### config.mk
export PLATFORM = sky130hd
export DESIGN_NAME = atm_pin_verifier
export DESIGN_NICKNAME = d
export VERILOG_FILES = /design/src/rtl/atm_pkg.sv /design/src/rtl/atm_entry_timer.sv /design/src/rtl/atm_pin_verifier.sv
export SDC_FILE = /design/constraint.sdc
export NUM_CORES = 1
export LEC_CHECK = 0
export CORE_UTILIZATION = 50
export DETAILED_ROUTE_END_ITERATION = 16
export GPL_TIMING_DRIVEN = 0
export PLACE_DENSITY = 0.78
export SLEW_MARGIN = 20
export SYNTH_ARGS = -nofsm -noshare
export SYNTH_HDL_FRONTEND = slang
export SYNTH_SLANG_ARGS = --single-unit
### constraint.sdc
create_clock -name clk -period 4.45 [get_ports clk]
set_clock_uncertainty 0.1 [all_clocks]
set_input_delay 1.1125 -clock clk [delete_from_list [all_inputs] [get_ports clk]]
set_output_delay 1.1125 -clock clk [all_outputs]
set_load 0.02 [all_outputs]
### src/rtl/atm_pkg.sv
// atm_pkg - types and constants shared between the ATM main FSM and the
// PIN-entry verifier: verifier state enumeration, attempt-limit default,
// BCD range and the controller opcode set.
package atm_pkg;

    // Verifier states.
    typedef enum logic [2:0] {
        PV_IDLE    = 3'd0,
        PV_COLLECT = 3'd1,
        PV_COMPARE = 3'd2,
        PV_PASS    = 3'd3,
        PV_FAIL    = 3'd4,
        PV_LOCKED  = 3'd5
    } pin_state_t;

    // Failed attempts allowed before the card is retained.
    localparam int MAX_TRIES_DEFAULT = 3;

    // Largest legal keypad digit.
    localparam int unsigned BCD_MAX = 9;

    // Opcodes exchanged with the ATM main FSM.
    localparam logic [2:0] OP_NONE       = 3'd0;
    localparam logic [2:0] OP_BALANCE    = 3'd1;
    localparam logic [2:0] OP_WITHDRAW   = 3'd2;
    localparam logic [2:0] OP_DEPOSIT    = 3'd3;
    localparam logic [2:0] OP_CHANGE_PIN = 3'd4;
    localparam logic [2:0] OP_EXIT       = 3'd5;

    // True when a keypad code is a decimal digit.
    function automatic logic is_bcd(input int unsigned code);
        return code <= BCD_MAX;
    endfunction

endpackage

### src/rtl/atm_entry_timer.sv
// atm_entry_timer - loadable down-counter measuring idle time between
// keypad digits. Holds its load value while disabled, reloads on restart,
// and flags terminal count while enabled and at zero.
module atm_entry_timer #(
    parameter int TIMEOUT_CYC = 1000,
    localparam int CW = (TIMEOUT_CYC > 1) ? $clog2(TIMEOUT_CYC) : 1
) (
    input  logic clk,
    input  logic reset,
    input  logic en,
    input  logic restart,
    output logic term
);

    localparam logic [CW-1:0] LOAD = CW'(TIMEOUT_CYC - 1);

    logic [CW-1:0] cnt;

    // Count down while enabled; reload whenever idle time must start over.
    always_ff @(posedge clk or negedge reset) begin
        if (!reset) begin
            cnt <= LOAD;
        end else if (!en || restart) begin
            cnt <= LOAD;
        end else if (cnt != '0) begin
            cnt <= cnt - CW'(1);
        end
    end

    assign term = en && (cnt == '0);

endmodule

### src/rtl/atm_pin_verifier.sv
// atm_pin_verifier - PIN-entry responder for the ATM controller.
// Shifts keypad digits into an entry register, compares against the card's
// stored PIN, reports pass/fail, counts failed attempts and locks the card
// once they are exhausted.
// Optional build macro: PIN_TIMEOUT_EN adds an inter-digit idle timeout
// that counts as a failed attempt; without it, timeout is tied low.
module atm_pin_verifier
    import atm_pkg::*;
#(
    parameter int PIN_DIGITS  = 4,
    parameter int DIGIT_W     = 4,
    parameter int MAX_TRIES   = MAX_TRIES_DEFAULT,
    parameter int TIMEOUT_CYC = 1000,
    localparam int PIN_W = PIN_DIGITS * DIGIT_W,
    localparam int TRY_W = $clog2(MAX_TRIES + 1),
    localparam int CNT_W = $clog2(PIN_DIGITS + 1)
) (
    input  logic             clk,
    input  logic             reset,
    input  logic             card_in,
    input  logic             start,
    input  logic             digit_valid,
    input  logic [DIGIT_W-1:0] digit,
    input  logic             clear_entry,
    input  logic             admin_unlock,
    input  logic [PIN_W-1:0] stored_pin,
    output logic             correct_password,
    output logic             pin_fail,
    output logic             card_lock,
    output logic             busy,
    output logic [TRY_W-1:0] tries_left,
    output logic [CNT_W-1:0] digits_entered,
    output logic             timeout
);

    pin_state_t       state;
    logic [PIN_W-1:0] entry;
    logic             timeout_q;
    logic             digit_ok;
    logic             entry_full;
    logic             timer_term;

    assign digit_ok   = digit_valid && is_bcd(32'(digit));
    assign entry_full = (digits_entered == CNT_W'(PIN_DIGITS));
    assign timeout    = timeout_q;

`ifdef PIN_TIMEOUT_EN
    logic timer_en;
    logic timer_restart;

    // Idle time counts only while collecting; any accepted digit or a clear
    // gives the customer a fresh window.
    assign timer_en      = (state == PV_COLLECT);
    assign timer_restart = clear_entry || (digit_ok && !entry_full);

    atm_entry_timer #(
        .TIMEOUT_CYC (TIMEOUT_CYC)
    ) u_entry_timer (
        .clk     (clk),
        .reset   (reset),
        .en      (timer_en),
        .restart (timer_restart),
        .term    (timer_term)
    );
`else
    assign timer_term = 1'b0;
`endif

    // Verifier FSM with all outputs registered alongside the state.
    // NOTE: sequential state uses non-blocking (<=) so every register samples
    // pre-edge values regardless of statement order.
    always_ff @(posedge clk or negedge reset) begin
        if (!reset) begin
            state            <= PV_IDLE;
            // NOTE: the entry register is reset like any other flop because
            // a stale PIN must never survive a reset.
            entry            <= '0;
            digits_entered   <= '0;
            tries_left       <= TRY_W'(MAX_TRIES);
            correct_password <= 1'b0;
            pin_fail         <= 1'b0;
            card_lock        <= 1'b0;
            busy             <= 1'b0;
            timeout_q        <= 1'b0;
        end else begin
            // Pulse outputs default low; a transition below may raise them.
            pin_fail  <= 1'b0;
            timeout_q <= 1'b0;

            case (state)
                PV_IDLE: begin
                    if (start && card_in) begin
                        state          <= PV_COLLECT;
                        entry          <= '0;
                        digits_entered <= '0;
                        busy           <= 1'b1;
                    end
                end

                PV_COLLECT: begin
                    if (!card_in) begin
                        // Card pulled: abandon entry, keep the attempt count.
                        state          <= PV_IDLE;
                        entry          <= '0;
                        digits_entered <= '0;
                        busy           <= 1'b0;
                    end else if (clear_entry) begin
                        // Clear beats a simultaneous digit and is not an attempt.
                        entry          <= '0;
                        digits_entered <= '0;
                    end else if (entry_full) begin
                        state <= PV_COMPARE;
                    end else if (digit_ok) begin
                        entry          <= {entry[PIN_W-DIGIT_W-1:0], digit};
                        digits_entered <= digits_entered + CNT_W'(1);
                    end else if (timer_term) begin
                        // Idle too long: treated exactly like a wrong PIN.
                        state      <= PV_FAIL;
                        timeout_q  <= 1'b1;
                        pin_fail   <= 1'b1;
                        tries_left <= tries_left - TRY_W'(1);
                        busy       <= 1'b0;
                    end
                end

                PV_COMPARE: begin
                    if (!card_in) begin
                        state          <= PV_IDLE;
                        entry          <= '0;
                        digits_entered <= '0;
                        busy           <= 1'b0;
                    end else if (entry == stored_pin) begin
                        // Full-width compare, no early exit on first mismatch.
                        state            <= PV_PASS;
                        correct_password <= 1'b1;
                        tries_left       <= TRY_W'(MAX_TRIES);
                        busy             <= 1'b0;
                    end else begin
                        state      <= PV_FAIL;
                        pin_fail   <= 1'b1;
                        tries_left <= tries_left - TRY_W'(1);
                        busy       <= 1'b0;
                    end
                end

                PV_PASS: begin
                    if (!card_in) begin
                        state            <= PV_IDLE;
                        correct_password <= 1'b0;
                        entry            <= '0;
                        digits_entered   <= '0;
                    end
                end

                PV_FAIL: begin
                    // Single-cycle state; the next attempt always starts empty.
                    entry          <= '0;
                    digits_entered <= '0;
                    if (!card_in) begin
                        state <= PV_IDLE;
                    end else if (tries_left == '0) begin
                        state     <= PV_LOCKED;
                        card_lock <= 1'b1;
                    end else begin
                        state <= PV_COLLECT;
                        busy  <= 1'b1;
                    end
                end

                PV_LOCKED: begin
                    // Card stays retained even if card_in drops.
                    if (admin_unlock) begin
                        state      <= PV_IDLE;
                        card_lock  <= 1'b0;
                        tries_left <= TRY_W'(MAX_TRIES);
                    end
                end

                default: begin
                    state <= PV_IDLE;
                end
            endcase
        end
    end

endmodule

# After elaboration in Yosys (flattened, before gate mapping)
# Index checks and enable logic that the tools add are counted.
[op_classes]
n_addsub = 2
n_lt_le_gt_ge = 1
n_eq_ne = 21
mux = 43
reduce_logical = 16
[ops]
columns = ["cell", "n"]
rows = [
  ["16-bit 2-to-1 mux", 6],
  ["16-bit case mux with 4 select lines", 1],
  ["3-bit 2-to-1 mux", 15],
  ["2-bit inequality test, second input constant", 10],
  ["3-bit case mux with 6 select lines", 1],
  ["16-bit == test", 1],
  ["5-bit AND reduction", 3],
  ["1-bit 2-to-1 mux", 12],
  ["3-bit case mux with 4 select lines", 1],
  ["3-bit == test, second input constant", 3],
  ["4-bit inequality test, second input constant", 2],
  ["4-bit AND reduction", 2],
  ["4-bit nonzero test", 2],
  ["3-bit by 2-bit == test with 1-bit output, second input constant", 2],
  ["2-bit 2-to-1 mux", 3],
  ["3-bit inequality test, second input constant", 2],
  ["2-bit nonzero test", 3],
  ["4-bit less-or-equal comparator, second input constant", 1],
  ["1-bit case mux with 2 select lines", 2],
  ["1-bit case mux with 4 select lines", 1],
  ["2-bit case mux with 2 select lines", 1],
  ["3-bit by 1-bit adder with 3-bit output, second input constant", 1],
  ["3-bit by 1-bit == test with 1-bit output, second input constant", 1],
  ["3-bit logical NOT", 1],
  ["5 further kinds", 6],
]
[totals]
register_bits = 28
input_bits = 27
output_inout_bits = 10

# Depth between registers and ports, before layout
[depth]
word_depth = 7
mapped_depth = 8
ltp_nobuf = 6

# Least setup slack after synthesis
# No wires, ideal clock.
[synth_timing]
path_kind = "input -> register"
start = "input port card_in"
end = "register digits_entered[1]"
t_arrival_ns = 2.194
setup_slack_ns = 2.035
cell_stages = 6
n_path_buf = 2
path_cell_list = "buf_4 > and2_1 > o31ai_2 > o41ai_4 > buf_6 > a22o_1"
[synth_between]
elab_chain_len = 3
word_cells_on_any_way = 8
[synth_rtl]
columns = ["item", "line_no", "rtl"]
rows = [
  ["start: declaration", "atm_pin_verifier.sv:20", "input logic card_in,"],
  ["1-bit logical AND", "atm_pin_verifier.sv:92", "if (start && card_in) begin"],
  ["2-bit inequality test (no line)", "--", ""],
  ["5-bit AND reduction (no line)", "--", ""],
  ["end signal: assignment", "atm_pin_verifier.sv:115", "digits_entered <= digits_entered + CNT_W'(1);"],
  ["end: declaration", "atm_pin_verifier.sv:32", "output logic [CNT_W-1:0] digits_entered,"],
]
# Several ways; a longest one is shown, not always the timed one.
# A chain may end at the register's enable or synchronous reset.

# Worst setup path in the final report
[layout_timing]
start = "register tries_left[0]"
end = "output port tries_left[0]"
[layout_lines]
columns = ["item", "line_no", "rtl"]
rows = [
  ["start: declaration", "atm_pin_verifier.sv:31", "output logic [TRY_W-1:0] tries_left,"],
  ["start signal: assignment", "atm_pin_verifier.sv:79", "tries_left <= TRY_W'(MAX_TRIES);"],
  ["start signal: assignment", "atm_pin_verifier.sv:121", "tries_left <= tries_left - TRY_W'(1);"],
  ["start signal: assignment", "atm_pin_verifier.sv:136", "tries_left <= TRY_W'(MAX_TRIES);"],
]
# No word-level cell between the ends.

==> results.sh <==
export IMPL_synth_fa_ha_area_share_pct=2.49
export IMPL_placed_cells=200
export IMPL_yosysTopAreaCell="dfrtp_1"
export IMPL_synth_warnings=0
export IMPL_fmax_mhz=364
export IMPL_cp_arrival_ns=1.54
export IMPL_syn_inst=135
export IMPL_rsz0062_at_grt="no"
export IMPL_cp_max_fo=4
export IMPL_dp_hpwl_um=2440
export IMPL_cts_htree_levels=1
export IMPL_min_to="card_lock$_DFFE_PN0P_"
export IMPL_drive_gt1_share_pct=10.4
export IMPL_multi_input_area_um2=733
export IMPL_critPathLaunch="tries_left[0]$_DFFE_PN1P_"
export IMPL_syn_nets=165
export IMPL_reg2reg_from="digits_entered[1]$_DFFE_PN0P_"
export IMPL_pre_cts_ws_ns=1.49
export IMPL_synth_mux_area_share_pct=1.41
export IMPL_synth_xor_area_share_pct=9.28
export IMPL_power_leakage_nw=0.870
export IMPL_grt_max_degree=29
export IMPL_fin_util_pct=69.0
export IMPL_hold_viol=0
export IMPL_fill_cells=230
export IMPL_synth_top_area_share_pct=43.1
export IMPL_fin_area_um2=1940
export IMPL_layout_commonest_cell="clkdlybuf4s50_1"
export IMPL_crit_buf_inv=1
export IMPL_slew_viol_final=0
export IMPL_r2r_end="entry[11]$_DFFE_PN0P_"
export IMPL_ant_nets=0
export IMPL_hp_start="card_lock$_DFFE_PN0P_"
export IMPL_finalCritPeriodShare_pct=61.8
export IMPL_synth_top_family_by_area="compound AO/OA/AOI/OAI gates"
export IMPL_clkTransAtPathRegs_ns=0.16
export IMPL_worst_skew_pair_late_latency_ns=0.33
export IMPL_cp_cell_sequence="clkdlybuf4s50_1"
export IMPL_synth_edff_count=0
export IMPL_grt_pass1_wl_um=5470
export IMPL_grtUsageTotal_pct=21.9
export IMPL_cpPeakStageDelay_ns=0.61
export IMPL_tns_ns=0
export IMPL_ys_flop_type="dfrtp_1"
export IMPL_area_growth_pct=28.3
export IMPL_design_core_area_um2=2810
export IMPL_violations="design-rule violations"
export IMPL_cp_required_ns=3.24
export IMPL_ys_seq_area_share_pct=46.6
export IMPL_status="finished, violations left"
export IMPL_worstHoldPathCells=2
export IMPL_holdCritPathClass="reg -> reg"
export IMPL_reg2reg_depth=7
export IMPL_numCtsBuffers=3
export IMPL_crit_slowest_cell="clkdlybuf4s50_1"
export IMPL_synth_distinct_cells=41
export IMPL_netlist_area_um2=1510
export IMPL_tritoncts="yes"
export IMPL_syn_avg_cell_area_um2=11.2
export IMPL_vias_per_cell=5.82
export IMPL_timing_final_ws_setup_ns=1.70
export IMPL_die_area_um2=3240
export IMPL_fin_crit_ns=2.75
export IMPL_drv_cap=0
export IMPL_grt_pass1_vias=1181
export IMPL_dr_pass1_iters=10
export IMPL_synthTopCellsByArea="dfrtp_1 (43%), a22o_1 (11%), xor2_1 (9.3%)"
export IMPL_fin_cells=204
export IMPL_io_buffers=34
export IMPL_gp_congestion=0.815
export IMPL_clock_sinks=28
export IMPL_cpLargestDelayFamily="buffers and inverters"
export IMPL_hold_ws_ns=0.432
export IMPL_p_total_mw=0.501
export IMPL_antenna_found_initial=0
export IMPL_worst_setup_path_start_kind="flop"
export IMPL_clk_path_buf_depth=2
export IMPL_synth_compound_area_share_pct=21.0
export IMPL_start_util_pct=53.8
export IMPL_regArea_um2=703
export IMPL_synth_simple_area_share_pct=14.1
export IMPL_drc=4
export IMPL_drt_total_wl_um=3240
export IMPL_io_pins=37
export IMPL_fp_dieH_um=57.0
export IMPL_cts_resized=0
export IMPL_peakVddDrop_uv=325
export IMPL_hold_buffers=0
export IMPL_drt_iter0_markers=24
export IMPL_num_vias=1187
export IMPL_grt_overflow=0
export IMPL_wl_per_cell_um=15.9
export IMPL_antenna_diode_count=0
export IMPL_place_area_um2=1880
export IMPL_crit_type="reg -> out"
export IMPL_die_w_um=57.0
export IMPL_worst_pin_slew_ns=0.634
export IMPL_setup_viol=0
export IMPL_power_density_nw_per_um2=258
export IMPL_synth_seq_cells=28
export IMPL_row_count=19
export IMPL_post_cts_setup_buffers=0
export IMPL_nets=204
export IMPL_layout_common_cells="clkdlybuf4s50_1 (33), dfrtp_1 (26), a22o_1 (19), xor2_1 (16), nor2_1 (6)"
export IMPL_reg2reg_slack_ns=2.43
export IMPL_slew_headroom_pct=57.6
export IMPL_async_flop_share_pct=100
export IMPL_worstSetupEndpointType="output pin"
export IMPL_cts_root_buf="clkbuf_4"
==> layer usage <==
| metal | routed length, µm | global-route usage [%] |
|---|---|---|
| met5 | 0 | 0 |
| met4 | 23 | 6.27 |
| met3 | 157 | 4.54 |
| met2 | 1600 | 36.3 |
| met1 | 1460 | 29.2 |
==> Yosys cell counts, types with 3 or more instances <==
master    n
nor2_1    6
or3b_1    3
o21ai_1   3
a22o_1   19
nand2_1   4
xor2_1   16
o21ai_0   3
and2_1    3
a31oi_1   5
dfrtp_1  26
nor4_1    4
ha_1      3
inv_1     5
==> worst max path at each step <==
stage / endpoint / slack [ns] / depth (start not counted)
global placement: entry[15]$_DFFE_PN0P_ / 1.54 / 6
detailed placement: entry[14]$_DFFE_PN0P_ / 1.49 / 6
CTS: tries_left[0] / 1.69 / 1
global route: tries_left[0] / 1.66 / 1
floorplan: digits_entered[1]$_DFFE_PN0P_ / 2.04 / 6
finish: tries_left[0] / 1.70 / 1
==> where the power goes <==
group / leakage (nW) / total [mW] / switching, mW / internal [mW]
sequential: 0.380 / 0.262 / 0.00353 / 0.258
combinational: 0.462 / 0.0732 / 0.0347 / 0.0386
clock: 0.0279 / 0.166 / 0.0746 / 0.0911
==> flip-flops by register name, indices dropped and copies added (netlist names) <==
name / cells
digits_entered: 3
card_lock: 1
correct_password: 1
entry: 16
state: 3
tries_left: 2
busy: 1
pin_fail: 1
==> final cells by class <==
cell class	instances	share of cell area (%)
multi-input combinational	94	37.9
sequential	28	36.3
timing repair buffer	34	17.3
buffer	8	2.84
tap	31	2.00
clock inverter	1	1.55
clock buffer	3	1.16
inverter	5	0.969
==> logic make-up (layout without fill, tap and decap cells) <==
| kind of cell | after synthesis | after routing |
|---|---|---|
| xor gates and xnor gates | 16 | 16 |
| other | 1 | 1 |
| muxes | 2 | 2 |
| and+or+nand+nor | 33 | 33 |
| AOI/OAI and AO/OA | 39 | 39 |
| adders and majority gates | 3 | 3 |
| buffers and inverters | 13 | 51 |
| DFF | 28 | 28 |
No activity file was read; power rests on OpenSTA's default activity.
